## config.mk

```make
export PLATFORM = sky130hd
export DESIGN_NAME = dvi_tmds_encoder
export DESIGN_NICKNAME = d
export VERILOG_FILES = /design/src/rtl/dvi_tmds_encoder.sv
export SDC_FILE = /design/constraint.sdc
export NUM_CORES = 1
export LEC_CHECK = 0
export CAP_MARGIN = 40
export CORE_MARGIN = 1
export CORE_UTILIZATION = 58
export CTS_CLUSTER_DIAMETER = 40
export DETAILED_ROUTE_END_ITERATION = 8
export PLACE_DENSITY = 0.89
export SLEW_MARGIN = 20
export SYNTH_ARGS = -nofsm -noshare
export SYNTH_HDL_FRONTEND = slang
export SYNTH_SLANG_ARGS = --single-unit
```

## constraint.sdc

```tcl
create_clock -name pixel_clk -period 5.7 [get_ports pixel_clk]
set_input_delay 0.57 -clock pixel_clk [delete_from_list [all_inputs] [get_ports pixel_clk]]
set_output_delay 0.57 -clock pixel_clk [all_outputs]
set_load 0.01 [all_outputs]
```

## src/rtl/dvi_tmds_encoder.sv

```systemverilog
// dvi_tmds_encoder: three-channel DVI TMDS encoder (ch0=b with sync, ch1=g, ch2=r), 2-cycle latency.
// Defining DVI_ENC_INPUT_REG_EN adds a stage-0 input register (3-cycle latency).
module dvi_tmds_encoder #(
  parameter int CNT_W = 5
) (
  input  logic       pixel_clk,
  input  logic       reset_n,
  input  logic       de,
  input  logic       hsync,
  input  logic       vsync,
  input  logic [7:0] r,
  input  logic [7:0] g,
  input  logic [7:0] b,
  output logic [9:0] tmds_ch0,
  output logic [9:0] tmds_ch1,
  output logic [9:0] tmds_ch2
);
  logic       s0_de, s0_vs, s0_hs;
  logic [7:0] s0_r, s0_g, s0_b;
`ifdef DVI_ENC_INPUT_REG_EN
  logic [26:0] in_d, in_q;
  always_comb in_d = reset_n ? {de, vsync, hsync, r, g, b} : '0;
  always_ff @(posedge pixel_clk) in_q <= in_d;
  assign {s0_de, s0_vs, s0_hs, s0_r, s0_g, s0_b} = in_q;
`else
  assign {s0_de, s0_vs, s0_hs, s0_r, s0_g, s0_b} = {de, vsync, hsync, r, g, b};
`endif
  logic [2:0] ctl_d, ctl_q;
  always_comb ctl_d = reset_n ? {s0_de, s0_vs, s0_hs} : 3'b000;
  always_ff @(posedge pixel_clk) ctl_q <= ctl_d;
  for (genvar c = 0; c < 3; c++) begin : g_ch
    logic [7:0]              d, m;
    logic [1:0]              ctrl;
    logic                    x;
    logic [8:0]              q_m_d, q_m_q;
    logic signed [CNT_W-1:0] diff, cnt_n, cnt_d, cnt_q;
    logic [9:0]              sym, tmds_d, tmds_q;
    assign d    = c == 0 ? s0_b : c == 1 ? s0_g : s0_r;
    assign ctrl = c == 0 ? ctl_q[1:0] : 2'b00;
    // XNOR chain equals the prefix parity of d inverted on every odd bit
    always_comb begin
      x = $countones(d) > 4 || ($countones(d) == 4 && !d[0]);
      for (int i = 0; i < 8; i++) m[i] = ^(d & (8'hFF >> (7 - i))) ^ (x & (i % 2 == 1));
      q_m_d = reset_n ? {~x, m} : '0;
    end
    always_comb begin
      diff  = CNT_W'(2 * $countones(q_m_q[7:0]) - 8);
      cnt_n = '0;
      sym   = ctrl == 2'b00 ? 10'h354 : ctrl == 2'b01 ? 10'h0AB : ctrl == 2'b10 ? 10'h154 : 10'h2AB;
      if (!ctl_q[2]) begin
        cnt_n = '0;
      end else if (cnt_q == 0 || diff == 0) begin
        sym   = {~q_m_q[8], q_m_q[8], q_m_q[8] ? q_m_q[7:0] : ~q_m_q[7:0]};
        cnt_n = q_m_q[8] ? cnt_q + diff : cnt_q - diff;
      end else if ((cnt_q > 0 && diff > 0) || (cnt_q < 0 && diff < 0)) begin
        sym   = {1'b1, q_m_q[8], ~q_m_q[7:0]};
        cnt_n = cnt_q - diff + (q_m_q[8] ? CNT_W'(2) : CNT_W'(0));
      end else begin
        sym   = {1'b0, q_m_q[8], q_m_q[7:0]};
        cnt_n = cnt_q + diff - (q_m_q[8] ? CNT_W'(0) : CNT_W'(2));
      end
      tmds_d = reset_n ? sym : 10'h354;
      cnt_d  = reset_n ? cnt_n : '0;
    end
    always_ff @(posedge pixel_clk) begin
      q_m_q  <= q_m_d;
      cnt_q  <= cnt_d;
      tmds_q <= tmds_d;
    end
  end
  assign tmds_ch0 = g_ch[0].tmds_q;
  assign tmds_ch1 = g_ch[1].tmds_q;
  assign tmds_ch2 = g_ch[2].tmds_q;
endmodule

```

==> results of run 1 <==
## synth_stat cells, types with 3 or more instances
cell type	n
sky130_fd_sc_hd__a211oi_1	6
sky130_fd_sc_hd__a21o_1	6
sky130_fd_sc_hd__a21oi_1	22
sky130_fd_sc_hd__a221o_1	3
sky130_fd_sc_hd__a31oi_1	5
sky130_fd_sc_hd__and2_1	17
sky130_fd_sc_hd__and3_1	3
sky130_fd_sc_hd__and4_1	3
sky130_fd_sc_hd__buf_2	3
sky130_fd_sc_hd__clkbuf_1	11
sky130_fd_sc_hd__dfxtp_1	72
sky130_fd_sc_hd__fa_1	28
sky130_fd_sc_hd__ha_1	72
sky130_fd_sc_hd__inv_1	78
sky130_fd_sc_hd__mux2i_1	5
sky130_fd_sc_hd__nand2_1	19
sky130_fd_sc_hd__nand2b_1	7
sky130_fd_sc_hd__nand3_1	14
sky130_fd_sc_hd__nand3b_1	5
sky130_fd_sc_hd__nor2_1	36
sky130_fd_sc_hd__nor3_1	6
sky130_fd_sc_hd__nor4b_2	3
sky130_fd_sc_hd__o2111ai_1	3
sky130_fd_sc_hd__o211ai_1	4
sky130_fd_sc_hd__o21ai_0	20
sky130_fd_sc_hd__o21ai_1	3
sky130_fd_sc_hd__o21bai_1	5
sky130_fd_sc_hd__or3_1	14
sky130_fd_sc_hd__xnor2_1	24
sky130_fd_sc_hd__xnor3_1	7
sky130_fd_sc_hd__xor2_1	26
## flip-flops by register name, indices dropped and copies added (netlist names)
signal,count
tmds_ch0,10
ctl_q,3
g_ch.cnt_q,12
g_ch.q_m_q,27
tmds_ch1,10
tmds_ch2,10
## cell families after synthesis
family	after synthesis	share of synthesized area
muxes	6	0.01135
adders and majority gates	100	0.2704
DFF	72	0.2667
buffers and inverters	93	0.06668
and+or+nand+nor	142	0.1486
AOI/OAI and AO/OA	95	0.1216
xor gates and xnor gates	58	0.1146
## per-layer routing
layer	vias to the layer above	global-route usage	routed length [um]
met1	1980	0.2952	4731
li1	2018	-	-
met4	0	0.1217	221
met2	112	0.4670	6005
met3	21	0.03404	475
met5	-	0	0
## layout make-up
class / count / area, um^2 / area share
clock buffers: 9 / 123.9 / 0.01971
clock inverters: 7 / 95.09 / 0.01513
inverters: 78 / 292.8 / 0.04658
multi-input cells: 401 / 3602 / 0.5730
flip-flops and latches: 72 / 1441 / 0.2293
well taps: 108 / 135.1 / 0.02150
repair buffers: 60 / 595.6 / 0.09475
## path summary, 6_finish.rpt
path	end	slack [ns]	cells after the start
worst min register to register	tmds_ch2[2]	0.50	2
worst max register to register	tmds_ch1[7]	0.89	14
worst max-delay path	tmds_ch1[7]	0.89	14
worst min-delay path	tmds_ch2[2]	0.50	2
## worst max-delay path, stage by stage (launching register included)
cell and delay [ns]:
sky130_fd_sc_hd__dfxtp_1 0.38, sky130_fd_sc_hd__inv_1 0.08, sky130_fd_sc_hd__fa_1 0.57, sky130_fd_sc_hd__fa_1 0.44, sky130_fd_sc_hd__fa_1 0.51, sky130_fd_sc_hd__inv_1 0.07, sky130_fd_sc_hd__ha_1 0.17, sky130_fd_sc_hd__a21oi_1 0.20
sky130_fd_sc_hd__xnor2_1 0.26, sky130_fd_sc_hd__ha_1 0.35, sky130_fd_sc_hd__or3b_4 0.42, sky130_fd_sc_hd__o22a_4 0.27, sky130_fd_sc_hd__nor2_1 0.62, sky130_fd_sc_hd__o21ai_0 0.20, sky130_fd_sc_hd__a21oi_1 0.18
## through the flow
| stage | util | instances | worst slack [ns] | hold slack (ns) | area (um^2) |
|---|---|---|---|---|---|
| final | 0.7070 | 735 | 0.8896 | 0.5039 | 6286 |
| after global routing | 0.7070 | 735 | 0.5723 | 0.5341 | 6286 |
| after CTS | 0.7070 | 735 | 0.9413 | 0.5041 | 6286 |
| after detailed placement | 0.6824 | 719 | 0.7679 | 0.4899 | 6067 |
| after global placement | 0.6824 | 719 | 1.014 | 0.4905 | 6067 |
| after floorplan | - | 566 | 1.357 | 0.4581 | 5404 |
==> results.md, run 1 <==
- Worst Min Path Start: g_ch[2].q_m_q[2]
- Number of max-capacitance violations reported: 0
- Final clock period utilization by the worst path: 0.8439
- Upper clock frequency limit: 207.9 MHz
- Ranking of synthesized cells by area: sky130_fd_sc_hd__dfxtp_1, sky130_fd_sc_hd__ha_1, sky130_fd_sc_hd__fa_1, sky130_fd_sc_hd__inv_1, sky130_fd_sc_hd__xor2_1
- Clk sinks: 72
- Core outline area: 8891 um^2
- Endpoints failing hold: 0
- Initial DRT Pass Iterations: 9
- Number of primary I/O pins: 59
- Setup clock skew after layout: 0.007869 ns
- Number of clock buffers inserted by TritonCTS: 9
- Via count of the first global-routing pass: 4,427
- Synth Register Bits: 72
- Total standard cell area after synthesis: 5404 um^2
- Count of input and output buffers: 58
- Violated checks: DRC
- Number of antenna cells inserted: 0
- GRT Resource Usage Total: 0.2554
- Path category of the worst min-delay check: register to register
- PostCTS Resize Cnt: 0
- Number of filler cells placed in the layout: 653
- Synthesized net count: 695
- Critical path required time: 5.96 ns
- Total grt overflow: 0
- Class of the most critical setup path: register to register
- Setup tns final: 0 ns
- Dominant cell type by area after synthesis: sky130_fd_sc_hd__dfxtp_1
- Count of final setup violators: 0
- Vertical extent of the die: 98.53 um
- Largest fanout on the critical path: 17
- Worst-case clock buffer depth: 2
- Maximum number of pins on one net before global-route repair: 29
- First-pass GRT wire length: 19.78 mm
- Vias per cell: 5.620
- Number of enable flip-flop cells after synthesis: 0
- Most frequent standard cell in the layout excluding fill and tap cells: sky130_fd_sc_hd__inv_1
- Net count, final: 751
- Share of layout cells above drive strength 1: 0.05742
- Weighted congestion reported at the end of routability-driven placement: 0.8921
- Worst EP arrival: 5.07 ns
- Synthesis-to-layout area growth: 16.32%
- Commonest cells after routing, fill and taps aside: sky130_fd_sc_hd__inv_1, sky130_fd_sc_hd__ha_1, sky130_fd_sc_hd__dfxtp_1, sky130_fd_sc_hd__clkdlybuf4s50_1, sky130_fd_sc_hd__nor2_1
- Number of post-CTS setup repair buffers: 0
- Synthesized instance count: 566
- Crit path launch type: register
- Share of the yosys chip area belonging to registers: 0.2667
- Proportion of netlist area held by the largest area contributor: 0.2667
- Remaining antenna violation count after routing: 0
- DIE WIDTH: 98.53 um
- Buffer cell driving the clock tree root: sky130_fd_sc_hd__clkbuf_8
- Total Wirelength: 11.43 mm
- Post-route DRC violation count: 6
- Slew Limit Fails: 0
- Slew margin rel.: 0.4584
- Origin of the worst setup path: g_ch[1].q_m_q[0]
- Kind of end point of the critical path: register
- Most frequently used flop master after synthesis: sky130_fd_sc_hd__dfxtp_1
- Initial drt markers: 212
- Share of synthesized flip-flops with an asynchronous set or reset: 0
- Std-Cell Rows: 34
- Maximum level of the CTS H-tree: 3
- Number of unique standard cell types used by synthesis: 59
- R2R Path Start: g_ch[1].q_m_q[0]
- RSZ-0062 raised after global routing: false
- Clock Latency Late Sink: 0.35 ns
- Syn_area_per_cell: 9.548 um^2
- CTS tree: built
- Yosys warning total: 0
- Via count: 4,131
- Average wire length per cell after detail routing: 15.56 um
- Register clock-pin slew on the reported worst setup and hold paths: 0.08 ns
- Outcome: finished with violations
- Hold-fix buffers, CTS: 0
- Area of the die: 9707 um^2
- Pin slew with the least headroom to its limit: 0.8104 ns
- Post-DP HPWL: 9.053 mm
- Initial antenna violation count: 0
- Final worst path period need: 4.810 ns
- Starting utilization of the core area: 0.6078
Power of run 1 is left out: the tool's default activity adds up to more than one toggle a clock period on the data nets, which glitch-free logic cannot reach.
==> inputs of run 2 (changes only) <==
Settings changed: CORE_UTILIZATION 58 to 52, PLACE_DENSITY 0.89 to 0.84.
Clock period 5.7 ns to 4 ns, I/O delays scaled along.
==> results.md, run 2 (synthesis gave the netlist of run 1 again) <==
- Outcome: finished with violations
- Violated checks: setup timing
- Total Wirelength: 15.20 mm (+33%)
- Clock Latency Late Sink: 0.36 ns (about the same)
- Critical Path Slowest Stage Cell: sky130_fd_sc_hd__fa_1
- Final clock period utilization by the worst path: 1.078 (+0.2338)
- Weighted congestion reported at the end of routability-driven placement: 0.8429 (-5.5%)
- Worst-case clock buffer depth: 2 (unchanged)
- DIE WIDTH: 103.9 um (+5.5%)
- Cell depth of the worst min-delay path: 3 (+1)
- Setup clock skew after layout: 0.01136 ns (+0.003494 ns)
- Core outline area: 9910 um^2 (+11%)
- Depth of the most critical reg-to-reg path: 15 (+1)
- Crit path launch type: register
- Post-DP HPWL: 9.318 mm (+2.9%)
- Count of final setup violators: 23 (+23)
- RSZ-0062 raised after global routing: true
- Share of layout cells above drive strength 1: 0.2632 (+0.2057)
- Vertical extent of the die: 103.9 um (+5.5%)
- Worst EP arrival: 4.59 ns (-0.48 ns)
- Remaining antenna violation count after routing: 0 (unchanged)
- Number of buffer and inverter instances along the worst setup path: 3 (+1)
- Average wire length per cell after detail routing: 18.60 um (+20%)
- Number of max-capacitance violations reported: 0 (unchanged)
- Commonest cells after routing, fill and taps aside: sky130_fd_sc_hd__inv_1, sky130_fd_sc_hd__dfxtp_1, sky130_fd_sc_hd__ha_1, sky130_fd_sc_hd__clkdlybuf4s50_1, sky130_fd_sc_hd__buf_4
- Via count: 4,756 (+15%)
- Final worst path period need: 4.311 ns (-0.4993 ns)
- GRT met1 Usage: 0.2843 (-0.01086)
- Class of the most critical setup path: register to register
- Kind of end point of the critical path: register
- Number of filler cells placed in the layout: 612 (-6.3%)
- Vias per cell: 5.821 (+3.6%)
- Upper clock frequency limit: 232.0 MHz (+12%)
- Initial DRT Pass Iterations: 6 (-3)
- Critical path required time: 4.28 ns (-1.68 ns)
- Largest fanout on the critical path: 7 (-10)
- Initial antenna violation count: 0 (unchanged)
- Critical path depth: 15 (+1)
- Cells traversed along the worst timing path: fa_1 -> inv_1 -> fa_1 -> fa_1 -> inv_1 -> ha_2 -> fa_2 -> xor2_4 -> ha_4 -> or3b_4 -> o21ai_4 -> mux2i_4 -> buf_6 -> nand4_1 -> o211ai_1
- Post-route DRC violation count: 0 (-6)
- Most heavily used metal layer in global routing: met2
- Maximum level of the CTS H-tree: 3 (unchanged)
- Highest cell delay on the worst timing path: 0.54 ns (-0.08 ns)
- First-pass GRT wire length: 21.88 mm (+11%)
- Initial drt markers: 425 (+100%)
- Starting utilization of the core area: 0.5453 (-0.06247)
- Met3 track utilization from global routing: 0.04449 (+0.01044)
- GRT Resource Usage Total: 0.2509 (-0.004485)
- Count of input and output buffers: 58 (unchanged)
- Number of clock buffers inserted by TritonCTS: 9 (unchanged)
- Area of the die: 10,800 um^2 (+11%)
- CTS tree: built
- Synthesis-to-layout area growth: 35.84%
- Most frequent standard cell in the layout excluding fill and tap cells: sky130_fd_sc_hd__inv_1
- Net count, final: 808 (+7.6%)
- Biggest registers after layout: g_ch.q_m_q (27), g_ch.cnt_q (12)
- Slew Limit Fails: 0 (unchanged)
- Total grt overflow: 0 (unchanged)
- Slew margin rel.: 0.4460 (-0.01241)
- Number of antenna cells inserted: 0 (unchanged)
- Pin slew with the least headroom to its limit: 0.8309 ns (+0.02058 ns)
- Max FFs per register: 27 (unchanged)
- Maximum number of pins on one net before global-route repair: 29 (unchanged)
- Std-Cell Rows: 36 (+5.9%)
- Final worst setup slack: -0.3110 ns (-1.201 ns)
- Number of primary I/O pins: 59 (unchanged)
- Endpoints failing hold: 0 (unchanged)
- Critical path's top delay family: adder cells
- Most used cell along the critical path: sky130_fd_sc_hd__fa_1
- Hold-fix buffers, CTS: 0 (unchanged)
- Path category of the worst min-delay check: primary input to register
- Register clock-pin slew on the reported worst setup and hold paths: 0.09 ns (about the same)
- Setup slack after placement: -0.5081 ns (-1.276 ns)
- Buffer cell driving the clock tree root: sky130_fd_sc_hd__clkbuf_8
- Grt met2 use: 0.4552 (-0.01172)
- Register ranked first by flip-flop count: g_ch.q_m_q
- Clk sinks: 72 (unchanged)
- Via count of the first global-routing pass: 4,787 (+8.1%)
-- run 2: changes by cell type in the layout (fill, tap and decap cells not counted), moves of 7 or more --
| cell | change |
|---|---|
| sky130_fd_sc_hd__buf_6 | +11 |
| sky130_fd_sc_hd__o21ai_0 | -7 |
| sky130_fd_sc_hd__dlymetal6s2s_1 | +8 |
| sky130_fd_sc_hd__ha_1 | -16 |
| sky130_fd_sc_hd__inv_1 | -7 |
| sky130_fd_sc_hd__clkdlybuf4s50_1 | -9 |
| sky130_fd_sc_hd__ha_4 | +12 |
| sky130_fd_sc_hd__a21oi_1 | -7 |
| sky130_fd_sc_hd__buf_4 | +43 |
-- run 2: timing repair --
item | 4_1_cts | 5_1_grt
endpoints found under the hold margin | 0 | 0
endpoints found under the setup margin | 29 | 39
setup buffers | 6 | 10
resized for setup | 46 | 76
gates cloned | 3 | 0
pin swaps | 38 | 55
-- run 2: worst reg2reg max path: stages, from the launching register on --
cell	delay, ns
sky130_fd_sc_hd__dfxtp_2	0.34
sky130_fd_sc_hd__fa_1	0.54
sky130_fd_sc_hd__inv_1	0.06
sky130_fd_sc_hd__fa_1	0.48
sky130_fd_sc_hd__fa_1	0.51
sky130_fd_sc_hd__inv_1	0.05
sky130_fd_sc_hd__ha_2	0.18
sky130_fd_sc_hd__fa_2	0.38
sky130_fd_sc_hd__xor2_4	0.20
sky130_fd_sc_hd__ha_4	0.15
sky130_fd_sc_hd__or3b_4	0.42
sky130_fd_sc_hd__o21ai_4	0.18
sky130_fd_sc_hd__mux2i_4	0.30
sky130_fd_sc_hd__buf_6	0.18
sky130_fd_sc_hd__nand4_1	0.13
sky130_fd_sc_hd__o211ai_1	0.16
-- run 2: layer usage --
| layer | wire [um] | vias to the layer above |
|---|---|---|
| met5 | 0 | - |
| met4 | 661 | 0 |
| met3 | 957 | 67 |
| met2 | 7875 | 254 |
| met1 | 5703 | 2302 |
| li1 | - | 2133 |
-- run 2: through the flow --
step	hold WS [ns]	instance area, um^2	utilization	std cells	setup TNS (ns)
5_1_grt	0.4637	7341	0.7408	817	-6.673
3_3_place_gp	0.4967	6474	0.6533	783	-5.534
4_1_cts	0.5075	6938	0.7001	808	-2.743
3_5_place_dp	0.4881	6474	0.6533	783	-9.080
6_report	0.4508	7341	0.7408	817	-4.295
2_1_floorplan	0.4623	5493	-	566	-1.938
-- run 2: cell type report --
type / instances / area [um^2] / share of cell area
clock buffers: 10 / 137.6 / 0.01875
clock inverters: 6 / 43.79 / 0.005966
inverters: 78 / 295.3 / 0.04022
multi-input cells: 402 / 4170 / 0.5681
flip-flops and latches: 72 / 1446 / 0.1970
well taps: 133 / 166.4 / 0.02267
repair buffers: 116 / 1081 / 0.1473
-- run 2: path summary, 6_finish.rpt --
kind / end / slack (ns) / from
hold reg to reg: tmds_ch2[2] / 0.50 / g_ch[2].q_m_q[2]
hold / removal: g_ch[2].q_m_q[0] / 0.45 / r[0]
setup reg to reg: tmds_ch0[7] / -0.31 / g_ch[0].q_m_q[0]
setup / recovery: tmds_ch0[7] / -0.31 / g_ch[0].q_m_q[0]
Power of run 2 is left out for the same reason.
==> inputs of run 3 (changes only) <==
Settings changed: CORE_MARGIN 1 to 5.
==> results.md, run 3 (synthesis gave the netlist of run 1 again) <==
- Outcome: finished with violations
- Violated checks: setup timing
- Util after Layout: 0.6900 (-0.05080)
- Worst-case clock buffer depth: 2 (unchanged)
- Setup slack of the worst register-to-register path: -0.20 ns (+0.11 ns)
- Starting utilization of the core area: 0.5282 (-0.01714)
- Maximum level of the CTS H-tree: 3 (unchanged)
- Worst r2r dst: tmds_ch0[4]
- Setup slack after placement: -0.5573 ns (-0.04917 ns)
- Number of max-capacitance violations reported: 0 (unchanged)
- Initial antenna violation count: 0 (unchanged)
- DIE WIDTH: 111.9 um (+7.7%)
- Path category of the worst min-delay check: primary input to register
- Slew Limit Fails: 0 (unchanged)
- First-pass GRT wire length: 20.77 mm (-5.1%)
- Critical path depth: 15 (unchanged)
- Vias per cell: 5.462 (-6.2%)
- Clock Latency Late Sink: 0.35 ns (about the same)
- Commonest cells after routing, fill and taps aside: sky130_fd_sc_hd__inv_1, sky130_fd_sc_hd__dfxtp_1, sky130_fd_sc_hd__ha_1, sky130_fd_sc_hd__clkdlybuf4s50_1, sky130_fd_sc_hd__buf_4
- Count of input and output buffers: 58 (unchanged)
- Kind of end point of the critical path: register
- Setup crit end: tmds_ch0[4]
- Final worst path period need: 4.204 ns (-0.1070 ns)
- Cells traversed along the worst timing path: fa_1 -> inv_1 -> fa_1 -> fa_1 -> inv_1 -> ha_2 -> fa_2 -> xor2_4 -> ha_4 -> or3b_4 -> o21ai_4 -> mux2i_2 -> buf_12 -> and4_1 -> nor3_1
- Area taken by multi-input logic gates: 3935 um^2 (-5.6%)
- Vertical extent of the die: 111.9 um (+7.7%)
- Final worst setup slack: -0.2041 ns (+0.1070 ns)
- Most frequent standard cell in the layout excluding fill and tap cells: sky130_fd_sc_hd__inv_1
- Critical path's top delay family: adder cells
- Endpoints failing hold: 0 (unchanged)
- Area occupied by registers: 1446 um^2 (unchanged)
- Total grt overflow: 0 (unchanged)
- Initial DRT Pass Iterations: 5 (-1)
- Hold-fix buffers, CTS: 0 (unchanged)
- Final clock period utilization by the worst path: 1.051 (-0.02674)
- Upper clock frequency limit: 237.9 MHz (+2.5%)
- CTS tree: built
- Critical path required time: 4.23 ns (-0.05 ns)
- Maximum number of pins on one net before global-route repair: 21 (-28%)
- Initial drt markers: 212 (-50%)
- Via count of the first global-routing pass: 4,548 (-5.0%)
- Average wire length per cell after detail routing: 15.78 um (-15%)
- Number of antenna cells inserted: 0 (unchanged)
- Post-DP HPWL: 9.204 mm (-1.2%)
- Count of final setup violators: 20 (-13%)
- Number of buffer and inverter instances along the worst setup path: 3 (unchanged)
- Setup tns final: -2.431 ns (+1.864 ns)
- Class of the most critical setup path: register to register
- Area of the die: 12,530 um^2 (+16%)
- Register ranked first by flip-flop count: g_ch.q_m_q
- Biggest registers after layout: g_ch.q_m_q (27), g_ch.cnt_q (12)
- Core outline area: 10,230 um^2 (+3.2%)
- Std-Cell Rows: 37 (+2.8%)
- Number of cells after detailed placement: 785 (+0.26%)
- Crit path launch type: register
- Total Wirelength: 12.78 mm (-16%)
- GRT Resource Usage Total: 0.2015 (-0.04943)
- Post-route insts no fill: 810 (-0.86%)
- Buffer cell driving the clock tree root: sky130_fd_sc_hd__clkbuf_8
- Post-route DRC violation count: 0 (unchanged)
- Remaining antenna violation count after routing: 0 (unchanged)
- RSZ-0062 raised after global routing: true
- Number of clock buffers inserted by TritonCTS: 9 (unchanged)
- Highest cell delay on the worst timing path: 0.53 ns (about the same)
- Register clock-pin slew on the reported worst setup and hold paths: 0.08 ns (about the same)
- Number of primary I/O pins: 59 (unchanged)
- Critical Path Slowest Stage Cell: sky130_fd_sc_hd__fa_1
- Depth of the most critical reg-to-reg path: 15 (unchanged)
- Setup clock skew after layout: 0.008829 ns (-0.002534 ns)
- Net count, final: 798 (-1.2%)
- Pin slew with the least headroom to its limit: 0.8072 ns (-0.02372 ns)
- Synthesis-to-layout area growth: 30.63%
- R2R Path Start: g_ch[0].q_m_q[0]
- Weighted congestion reported at the end of routability-driven placement: 0.8739 (+3.7%)
- Origin of the worst setup path: g_ch[0].q_m_q[0]
- Most used cell along the critical path: sky130_fd_sc_hd__fa_1
- Max FFs per register: 27 (unchanged)
- Number of filler cells placed in the layout: 700 (+14%)
- Slew margin rel.: 0.4593 (+0.01330)
- Worst EP arrival: 4.44 ns (-0.15 ns)
- Largest fanout on the critical path: 13 (+6)
- Share of layout cells above drive strength 1: 0.2062 (-0.05693)
- Via count: 4,424 (-7.0%)
- Clk sinks: 72 (unchanged)
-- run 3: changes by cell type in the layout (fill, tap and decap cells not counted), sizes merged --
cell           change
clkinv             +2
dlygate4sd2        -1
buf               -10
clkdlybuf4s50      +1
bufinv             +2
clkinvlp           -3
clkbuf             -1
-- run 3: per-stage QoR --
stage,cell area [um^2],hold slack [ns]
5_1_grt,7059,0.4554
3_3_place_gp,6482,0.4905
2_1_floorplan,5493,0.4623
4_1_cts,6887,0.5191
6_report,7059,0.4542
3_5_place_dp,6482,0.5033
-- run 3: how the worst min path moves through the flow --
| stage | startpoint | end | slack [ns] | cells after the start |
|---|---|---|---|---|
| finish | r[0] | g_ch[2].q_m_q[0] | 0.45 | 3 |
| global route | r[0] | g_ch[2].q_m_q[0] | 0.46 | 3 |
| CTS | g_ch[1].q_m_q[7] | tmds_ch1[7] | 0.52 | 2 |
| detailed placement | g_ch[2].q_m_q[6] | tmds_ch2[6] | 0.50 | 2 |
| global placement | g_ch[1].q_m_q[6] | tmds_ch1[6] | 0.49 | 2 |
| floorplan | g_ch[1].q_m_q[5] | tmds_ch1[5] | 0.46 | 2 |
-- run 3: cell type report --
type / instances / share of cell area
multi-input cells: 402 / 0.5574
repair buffers: 106 / 0.1411
clock inverters: 7 / 0.01347
flip-flops and latches: 72 / 0.2049
inverters: 78 / 0.04147
clock buffers: 9 / 0.01755
well taps: 136 / 0.02410
-- run 3: layer usage --
layer  part of all wire  wire length, um  vias up  GRT usage
met2               0.52             6692      154     0.3637
li1                   -                -     2110          -
met5                  0                0        -          0
met3              0.054              689       25    0.03750
met4              0.019              245        0    0.07212
met1               0.40             5154     2135     0.2385
-- run 3: worst reg2reg max path, stage by stage (launching register included) --
cell and delay (ns):
sky130_fd_sc_hd__dfxtp_2 0.33, sky130_fd_sc_hd__fa_1 0.53, sky130_fd_sc_hd__inv_1 0.05, sky130_fd_sc_hd__fa_1 0.44, sky130_fd_sc_hd__fa_1 0.49, sky130_fd_sc_hd__inv_1 0.04
sky130_fd_sc_hd__ha_2 0.17, sky130_fd_sc_hd__fa_2 0.38, sky130_fd_sc_hd__xor2_4 0.20, sky130_fd_sc_hd__ha_4 0.15, sky130_fd_sc_hd__or3b_4 0.41, sky130_fd_sc_hd__o21ai_4 0.19
sky130_fd_sc_hd__mux2i_2 0.29, sky130_fd_sc_hd__buf_12 0.18, sky130_fd_sc_hd__and4_1 0.20, sky130_fd_sc_hd__nor3_1 0.05
-- run 3: what timing repair did --
item                       4_1_cts  5_1_grt
gates cloned                     3        0
setup endpoints to repair       28       38
buffers inserted                 5        1
gates resized for setup         31       44
pin swaps                       23       28
Power of run 3 is left out for the same reason.
